[src/rtl/clk_div_pkg.sv]
// Shared types and helpers for the runtime-programmable clock divider.
// The state enum, the smallest legal ratio and the ratio range check live here.
package clk_div_pkg;

    typedef enum logic [1:0] {
        ST_STOP     = 2'd0,
        ST_RUN      = 2'd1,
        ST_STOPPING = 2'd2
    } state_e;

    localparam logic [31:0] DIV_MIN = 32'd2;

    // A ratio of 0 or 1 cannot produce a 50% divided clock, so it is rejected.
    function automatic logic div_valid(input logic [31:0] n, input logic [31:0] div_max);
        return (n >= DIV_MIN) && (n <= div_max);
    endfunction

endpackage

[src/rtl/half_cycle_stretch.sv]
// Holds the only negedge flop of the divider. For odd ratios it stretches the
// high phase by half a source cycle, which makes the duty cycle exactly 50%.
module half_cycle_stretch (
    input  logic clk,
    input  logic rst_n,
    input  logic p_in,
    input  logic odd_en,
    output logic clk_out
);

    logic n_q;

    always_ff @(negedge clk) begin
        if (!rst_n) n_q <= 1'b0;
        else        n_q <= p_in & odd_en;
    end

    assign clk_out = p_in | n_q;

endmodule

[src/rtl/clk_div_sched.sv]
// Clock-divider controller: 50% duty output for any ratio >= 2, with start/stop
// and ratio changes taking effect only at period boundaries so div_out never glitches.
import clk_div_pkg::*;

module clk_div_sched #(
    parameter int CNT_W       = 16,
    parameter int DIV_DEFAULT = 5,
    parameter int DIV_MAX     = 65535
) (
    input  logic             clk,
    input  logic             rst_n,
    input  logic             en,
    input  logic             cfg_valid,
    input  logic [CNT_W-1:0] cfg_div,
    output logic             cfg_ready,
    output logic             cfg_err,
    output logic             div_out,
    output logic             period_tick,
    output logic             active,
    output logic [CNT_W-1:0] cur_div
);

    localparam logic [CNT_W-1:0] DIV_RST = CNT_W'(DIV_DEFAULT);

    state_e           state, state_nx;
    logic [CNT_W-1:0] cnt, cnt_nx;
    logic [CNT_W-1:0] div_q, div_nx;
    logic [CNT_W-1:0] pend_div;
    logic             pending, pending_nx;
    logic             p_q, p_nx;
    logic             err_q;
    logic             xfer, ratio_ok, running, last;

    assign running  = (state != ST_STOP);
    assign last     = running && (cnt == div_q - 1'b1);
    assign xfer     = cfg_valid && cfg_ready;
    assign ratio_ok = div_valid(32'(cfg_div), 32'(DIV_MAX));

    // Ratio bookkeeping: a ratio accepted while running waits for the wrap,
    // even when it arrives in the wrap cycle itself.
    always_comb begin
        div_nx     = div_q;
        pending_nx = pending;
        if (last && pending) begin
            div_nx     = pend_div;
            pending_nx = 1'b0;
        end
        if (xfer && ratio_ok) begin
            if (running) pending_nx = 1'b1;
            else         div_nx     = cfg_div;
        end
    end

    // Run control: stopping is only ever committed at a wrap, so the last
    // period always completes and en can cancel a stop without a phase jump.
    always_comb begin
        state_nx = state;
        cnt_nx   = cnt;
        case (state)
            ST_STOP: begin
                cnt_nx = '0;
                if (en) state_nx = ST_RUN;
            end
            ST_RUN: begin
                cnt_nx = last ? '0 : cnt + 1'b1;
                if (!en) state_nx = last ? ST_STOP : ST_STOPPING;
            end
            ST_STOPPING: begin
                cnt_nx = last ? '0 : cnt + 1'b1;
                if (en)        state_nx = ST_RUN;
                else if (last) state_nx = ST_STOP;
            end
            default: begin
                state_nx = ST_STOP;
                cnt_nx   = '0;
            end
        endcase
        p_nx = (state_nx != ST_STOP) && (cnt_nx < (div_nx >> 1));
    end

    always_ff @(posedge clk) begin
        if (!rst_n) begin
            state    <= ST_STOP;
            cnt      <= '0;
            div_q    <= DIV_RST;
            pend_div <= '0;
            pending  <= 1'b0;
            p_q      <= 1'b0;
            err_q    <= 1'b0;
        end else begin
            state   <= state_nx;
            cnt     <= cnt_nx;
            div_q   <= div_nx;
            pending <= pending_nx;
            p_q     <= p_nx;
            err_q   <= xfer && !ratio_ok;
            if (xfer && ratio_ok && running) pend_div <= cfg_div;
        end
    end

    half_cycle_stretch u_stretch (
        .clk     (clk),
        .rst_n   (rst_n),
        .p_in    (p_q),
        .odd_en  (div_q[0]),
        .clk_out (div_out)
    );

    assign cfg_ready   = !pending;
    assign cfg_err     = err_q;
    assign period_tick = running && (cnt == '0);
    assign active      = running;
    assign cur_div     = div_q;

endmodule

[config.mk]
export PLATFORM = sky130hd
export DESIGN_NAME = clk_div_sched
export DESIGN_NICKNAME = d
export VERILOG_FILES = /design/src/rtl/clk_div_pkg.sv /design/src/rtl/half_cycle_stretch.sv /design/src/rtl/clk_div_sched.sv
export SDC_FILE = /design/constraint.sdc
export NUM_CORES = 1
export LEC_CHECK = 0
export CORE_ASPECT_RATIO = 0.8
export CORE_MARGIN = 4
export CORE_UTILIZATION = 46
export CTS_BUF_LIST = sky130_fd_sc_hd__clkbuf_4
export DETAILED_ROUTE_END_ITERATION = 7
export GPL_ROUTABILITY_DRIVEN = 1
export PLACE_DENSITY = 0.76
export SYNTH_ARGS = -nofsm -noshare
export SYNTH_HDL_FRONTEND = slang
export SYNTH_SLANG_ARGS = --single-unit
export TNS_END_PERCENT = 1
[constraint.sdc]
create_clock -name clk -period 7.9 [get_ports clk]
set_input_delay 2.37 -clock clk [delete_from_list [all_inputs] [get_ports clk]]
set_output_delay 2.37 -clock clk [all_outputs]
set_load 0.05 [all_outputs]
==> results_dict.tcl, run 1 <==
set metrics [dict create \
    min_path_type "reg -> reg" \
    regArea_sq_mm 0.00108 \
    synth_seq_area_share 0.304 \
    groute.usage.overall 0.194 \
    ctsHtreeMaxLevel 2 \
    netlist_instances 385 \
    multiInputGateArea_sq_mm 0.00233 \
    worst_path_largest_cell_delay_ns 0.42 \
    fin_clk_skew_ns 0.0417 \
    post-synth-top-area-cell "dfxtp_1" \
    starting_density_of_the_core 0.476 \
    relative_slew_margins 0.263 \
    timing.critical_path.from "u_stretch.n_q" \
    num_vias 2894 \
    dp_worst_setup_slack_ns 0.350 \
    async_set_reset_flop_share_out_of_synthesis 0 \
    pwr_density_cell_mw_per_mm2 169 \
    max_cap_violations 0 \
    r2r_slack_ns 2.96 \
    area_growth_syn_to_layout_pct 14.1 \
    critPathArrivalTime_ns 5.33 \
    synth_cell_types 55 \
    synth_commonest_cells "dfxtp_1 (54), nor2_1 (54), mux2i_1 (22), ha_1 (21), nor3_1 (20)" \
    wl_per_cell_microns 16.6 \
    number_of_warnings_reported_in_the_yosys_synthesis_log 0 \
    hold_path_startpoint "pend_div[6]" \
    cellInternalPower_w 0.000427 \
    crit_chain "or2_2 > dlygate4sd2_1" \
    ant_nets 0 \
    run_status "completed" \
    launch_point_of_the_worst_reg_to_reg_path "cur_div[0]" \
    p_leak_nw 1.64 \
    vdd_drop_max_mv 0.133 \
    synth.top_cells.by_area "dfxtp_1 (30%), ha_1 (7.4%), mux2i_4 (6.3%), mux2i_1 (6.2%), nor2_1 (5.7%)" \
    timing.hold.worst_path_depth 2 \
    ff_to_ff_end "p_q" \
    power.share.clock 0.179 \
    synthSimpleGateAreaFrac 0.231 \
    grt.overflow.total 0 \
    cp.buffers_inverters 1 \
    post-cts-setup-buffer-count 0 \
    cts_sinks 54 \
    seqPwrFrac 0.461 \
    synthMuxAreaShare 0.187 \
    fin_util 0.543 \
    syn_area_sq_mm 0.00355 \
    worst_skew_pair.late_latency_ns 0.42 \
    number_of_pins_exceeding_their_max_slew_limit_in_the_final_report 0 \
    report.power.total_w 0.000686 \
    die-width_microns 106 \
    cp-end-kind "primary output" \
    number_of_antenna_violations_at_the_first_check_in_global_routing 0 \
    input_output_buffers 40 \
    timing_hold_violations_final 0 \
    worst_hold_slack_ns 0.520 \
    number_of_global_route_vias_before_repair 2846 \
    setup_repair_after_global_routing_missed_its_margin "no" \
    grt_start_max_net_pins 32 \
    synth_adder_area_share 0.0740 \
    cts.clk_slew.worst_paths_ns 0.14 \
    slowest_cp_cell "dlygate4sd2_1" \
    numCtsBuffers 5 \
    crit_family "buffers and inverters" \
    netSwitchingFraction 0.378 \
    dpl.hpwl_microns 6710 \
    via_per_inst 5.57 \
    cts_hold_buffers 0 \
    ios 41 \
    worstSetupStartpointType "register" \
    start_to_end_type_of_the_worst_setup_path "reg -> out" \
    worst_reg2reg_path_length_in_cells 18 \
    detailedRoute.firstPassIterationCount 4 \
    rows 28 \
    drt_iter0_markers 167 \
    clock_tree_from_tritoncts "done" \
    drc_errors 0 \
    synth_seq_cells 54 \
    power_switching_w 0.000259 \
    final.setup.worst_slack_ns 0.197 \
    dieArea_sq_mm 0.00920 \
    nets 455 \
    crit_required_ns 5.53 \
    synth_compound_gate_area_share 0.0874 \
    fin_tns_setup_ns 0 \
    combinational_family_with_the_most_area_after_synthesis "simple AND/OR/NAND/NOR gates" \
    post_syn_nets 426 \
    cts.root.buffer_cell "clkbuf_4" \
    holdPathEnd "pend_div[6]" \
    ctsLongestPathBuffers 2 \
    nFillCells 684 \
    drive_gt1_frac 0.106 \
    yosys_most_used_dff "dfxtp_1" \
    synthesis.area_per_instance_sq_um 9.22 \
    setup_viol_count_final 0 \
    grt_first_pass_wirelength_microns 14300 \
    wirelength_microns 8650 \
    power.combinational.fraction 0.360 \
    antenna_diode_count 0 \
    crit_fanout 1 \
    synth_enable_flop_cells 0 \
    area_of_the_core_sq_mm 0.00746 \
    synthDominantCellAreaShare 0.304 \
    vertical_die_dimension_microns 86.6 \
    gp_congestion 0.885 \
    tightest_slew_ns 1.11 \
    yosys.area_share.xor_xnor 0.0765 \
]
[per-layer routing]
metal  track usage  wire [microns]  vias up  share of wire
met4        0.0412              87        0          0.010
met2         0.311            3820       63           0.44
met1         0.272            4270     1384           0.49
met5             0               0        -              0
li1              -               -     1436              -
met3        0.0395             471       11          0.054
[power by group through the flow]
stage	registers, W	logic [W]	clock network, W
3_5_place_dp	0.000322	0.000248	0.00000158
2_1_floorplan	0.000336	0.000163	0.00000158
4_1_cts	0.000316	0.000248	0.000127
3_3_place_gp	0.000321	0.000242	0.00000158
5_1_grt	0.000319	0.000268	0.000136
6_report	0.000316	0.000247	0.000123
[worst register-to-register path, stage by stage (launching register included)]
cell and delay (ns):
dfxtp_1 0.42, inv_1 0.11, ha_1 0.23, nor3b_1 0.46, nand2_1 0.16, o31a_1 0.31
a2bb2oi_1 0.15, and4bb_2 0.34, nand3_1 0.23, nand2_1 0.81, nor2_1 0.12, ha_1 0.35
a21o_1 0.17, a21o_1 0.17, a21oi_1 0.18, o221ai_1 0.14, a31o_1 0.20, a21o_1 0.16
a221oi_2 0.19
[logic make-up after synthesis]
group	after synthesis
muxes	48
adders and majority gates	21
AOI/OAI and AO/OA	42
and+or+nand+nor	157
xor gates and xnor gates	31
DFF	54
buffers and inverters	32
[layout by cell type, fill, tap and decap left out, drive strengths merged, types with 2 or more instances in the layout]
cell	instances
nor2	54
dfxtp	54
clkdlybuf4s50	39
mux2i	32
ha	21
nor3	20
xor2	19
nand2	19
mux2	16
nand3	14
xnor2	12
inv	12
a21oi	10
nor4	10
a21o	9
nand4	8
and3	7
a211oi	5
clkbuf	5
nand2b	4
nor2b	4
o21ai	3
and2	3
nor3b	2
o31a	2
or4	2
nor4b	2
o221ai	2
buf	2
clkinvlp	2
[area by class of cell]
type                    instances  share of cell area
clock buffers                   5             0.00926
clock inverters                 4             0.00494
inverters                      11              0.0102
multi-input cells             299               0.574
flip-flops and latches         54               0.267
well taps                     105              0.0324
repair buffers                 42               0.102
[what timing repair did]
| action | CTS | global route |
|---|---|---|
| endpoints found under the setup margin | 1 | 0 |
| resized for setup | 1 | 0 |
| endpoints found under the hold margin | 0 | 0 |
[registers in the layout, summed over array words and instances (netlist names)]
register,cells
p_q,1
pending,1
state,2
pend_div,16
cfg_err,1
cur_div,16
cnt,16
u_stretch.n_q,1
[how the worst max path moves through the flow]
| stage | end | slack, ns | depth (start not counted) |
|---|---|---|---|
| final | div_out | 0.20 | 2 |
| after global routing | div_out | 0.16 | 2 |
| after CTS | div_out | 0.18 | 2 |
| after detailed placement | div_out | 0.35 | 2 |
| after global placement | div_out | 0.34 | 2 |
| after floorplan | div_out | 0.92 | 1 |
[per-stage QoR]
step	cell area (sq um)	instances
after CTS	4050	520
after global placement	4000	512
after global routing	4050	520
final	4050	520
after floorplan	3550	385
after detailed placement	4000	512
No activity file was read; power rests on OpenSTA's default activity.
==> run 2: changes to the inputs <==
- HOLD_SLACK_MARGIN: default -> 0.06
==> results of run 2 <==
The final DEF is identical to that of run 1; final timing and power are the same.
==> run 3: changes to the inputs <==
- MAX_ROUTING_LAYER: default -> met4
==> run 3 against run 2 <==
  * First-iteration DRC count increased by 18%
  * Worst hold slack got worse by 0.0038 ns
  * Clock power about the same
  * Power increased by 0.47%
  * Sequential power about the same
  * Worst setup slack got worse by 0.026 ns
  * Flip-flop and latch count unchanged
  * Global-route usage increased by 0.96 points
  * Via count increased by 1.9%
==> results_dict.tcl, run 3 (same netlist as run 1, synthesis figures left out) <==
set metrics [dict create \
    placedInstanceArea_sq_mm 0.00400 \
    grt.overflow.total 0 \
    dp_cells 512 \
    number_of_pins_exceeding_their_max_slew_limit_in_the_final_report 0 \
    ant_nets 0 \
    cts.clk_slew.worst_paths_ns 0.14 \
    tightest_slew_ns 1.09 \
    timing.critical_path.from "u_stretch.n_q" \
    netSwitchingFraction 0.375 \
    cp-end-kind "primary output" \
    run_status "completed" \
    timing_hold_violations_final 0 \
    ios 41 \
    cts_sinks 54 \
    fin_tns_setup_ns 0 \
    critical_path.endpoint "div_out" \
    crit_required_ns 5.53 \
    area_of_the_core_sq_mm 0.00746 \
    via_per_inst 5.67 \
    grt_first_pass_wirelength_microns 14600 \
    drc_errors 0 \
    drive_gt1_frac 0.106 \
    power.combinational.fraction 0.358 \
    ctsHtreeMaxLevel 2 \
    wl_per_cell_microns 16.9 \
    fin_util 0.543 \
    clock_tree_from_tritoncts "done" \
    grt_start_max_net_pins 32 \
    r2r_slack_ns 2.88 \
    antenna_diode_count 0 \
    rows 28 \
    drt_iter0_markers 197 \
    nFillCells 672 \
    finalNonFillerCells 520 \
    critPathArrivalTime_ns 5.36 \
    ctsLongestPathBuffers 2 \
    vertical_die_dimension_microns 86.6 \
    worst_skew_pair.late_latency_ns 0.42 \
    nets 455 \
    num_vias 2949 \
    min_path_type "reg -> reg" \
    groute.usage.overall 0.204 \
    relative_slew_margins 0.273 \
    seqPwrFrac 0.460 \
    cellInternalPower_w 0.000431 \
    power_switching_w 0.000259 \
    die-width_microns 106 \
    layout.cells.most_common_list "nor2_1 (54), dfxtp_1 (54), clkdlybuf4s50_1 (39)" \
    wirelength_microns 8790 \
    vdd_drop_max_mv 0.127 \
    number_of_global_route_vias_before_repair 2948 \
    launch_point_of_the_worst_reg_to_reg_path "cur_div[0]" \
    power.share.clock 0.182 \
    p_leak_nw 1.65 \
    cts_hold_buffers 0 \
    max_cap_violations 0 \
    gp_congestion 0.917 \
    final_cell_area_sq_mm 0.00405 \
    crit_fanout 1 \
    cts.root.buffer_cell "clkbuf_4" \
    pwr_density_cell_mw_per_mm2 170 \
    number_of_antenna_violations_at_the_first_check_in_global_routing 0 \
    numCtsBuffers 5 \
    dieArea_sq_mm 0.00920 \
    starting_density_of_the_core 0.476 \
    worstSetupStartpointType "register" \
    area_growth_syn_to_layout_pct 14.1 \
    input_output_buffers 40 \
    setup_viol_count_final 0 \
    setup_repair_after_global_routing_missed_its_margin "no" \
    hold_path_startpoint "pend_div[2]" \
    ff_to_ff_end "p_q" \
    start_to_end_type_of_the_worst_setup_path "reg -> out" \
    worst_reg2reg_path_length_in_cells 18 \
    dpl.hpwl_microns 6760 \
    detailedRoute.firstPassIterationCount 4 \
    fin_clk_skew_ns 0.0451 \
]
==> run 3: cell count changes in the layout (fill, tap and decap cells not counted) <==
cell,before,now
clkbuf_4,5,6
clkinv_2,0,1
clkinvlp_2,1,0
clkinvlp_4,1,0
==> run 3: cell type report <==
cell class,count,area (sq um),share of cell area
multi-input combinational,299,2330,0.574
sequential,54,1080,0.267
timing repair buffer,42,414,0.102
tap,105,131,0.0324
clock buffer,6,45.0,0.0111
inverter,11,41.3,0.0102
clock inverter,3,12.5,0.00309
==> run 3: power groups by stage <==
stage	registers [W]	logic [W]	clock network, W
floorplan	0.000336	0.000163	0.00000158
global placement	0.000321	0.000242	0.00000158
detailed placement	0.000322	0.000248	0.00000158
CTS	0.000316	0.000248	0.000127
global route	0.000319	0.000269	0.000138
finish	0.000317	0.000247	0.000126
==> run 3: worst min path at each step <==
stage              endpoint  cells past startpoint
2_1_floorplan       cfg_err                      1
3_3_place_gp   pend_div[11]                      2
3_5_place_dp    pend_div[7]                      2
4_1_cts        pend_div[12]                      2
5_1_grt         pend_div[2]                      2
6_report        pend_div[2]                      2
==> run 3: metal layers <==
layer	vias to the layer above	GRT usage	share of wire	routed length (microns)
li1	1431	-	-	-
met1	1426	0.288	0.49	4310
met2	80	0.307	0.44	3860
met3	12	0.0305	0.057	499
met4	0	0.0494	0.013	116
met5	-	-	0	0
==> run 3: what timing repair did <==
| item | 4_1_cts | 5_1_grt |
|---|---|---|
| endpoints found under the setup margin | 1 | 0 |
| resized for setup | 1 | 0 |
| setup buffers | 0 | 0 |
==> run 3: worst max-delay path, cell delays in order, from the launching register on <==
cell and delay (ns):
dfxtp_1 0.29, or2_2 0.27, dlygate4sd2_1 0.43
==> run 3: metrics by stage <==
step	setup WS (ns)	power [W]	hold WS [ns]
3_3_place_gp	0.340	0.000565	0.471
4_1_cts	0.166	0.000691	0.522
6_report	0.171	0.000690	0.516
3_5_place_dp	0.325	0.000571	0.487
2_1_floorplan	0.916	0.000500	0.443
5_1_grt	0.123	0.000726	0.549
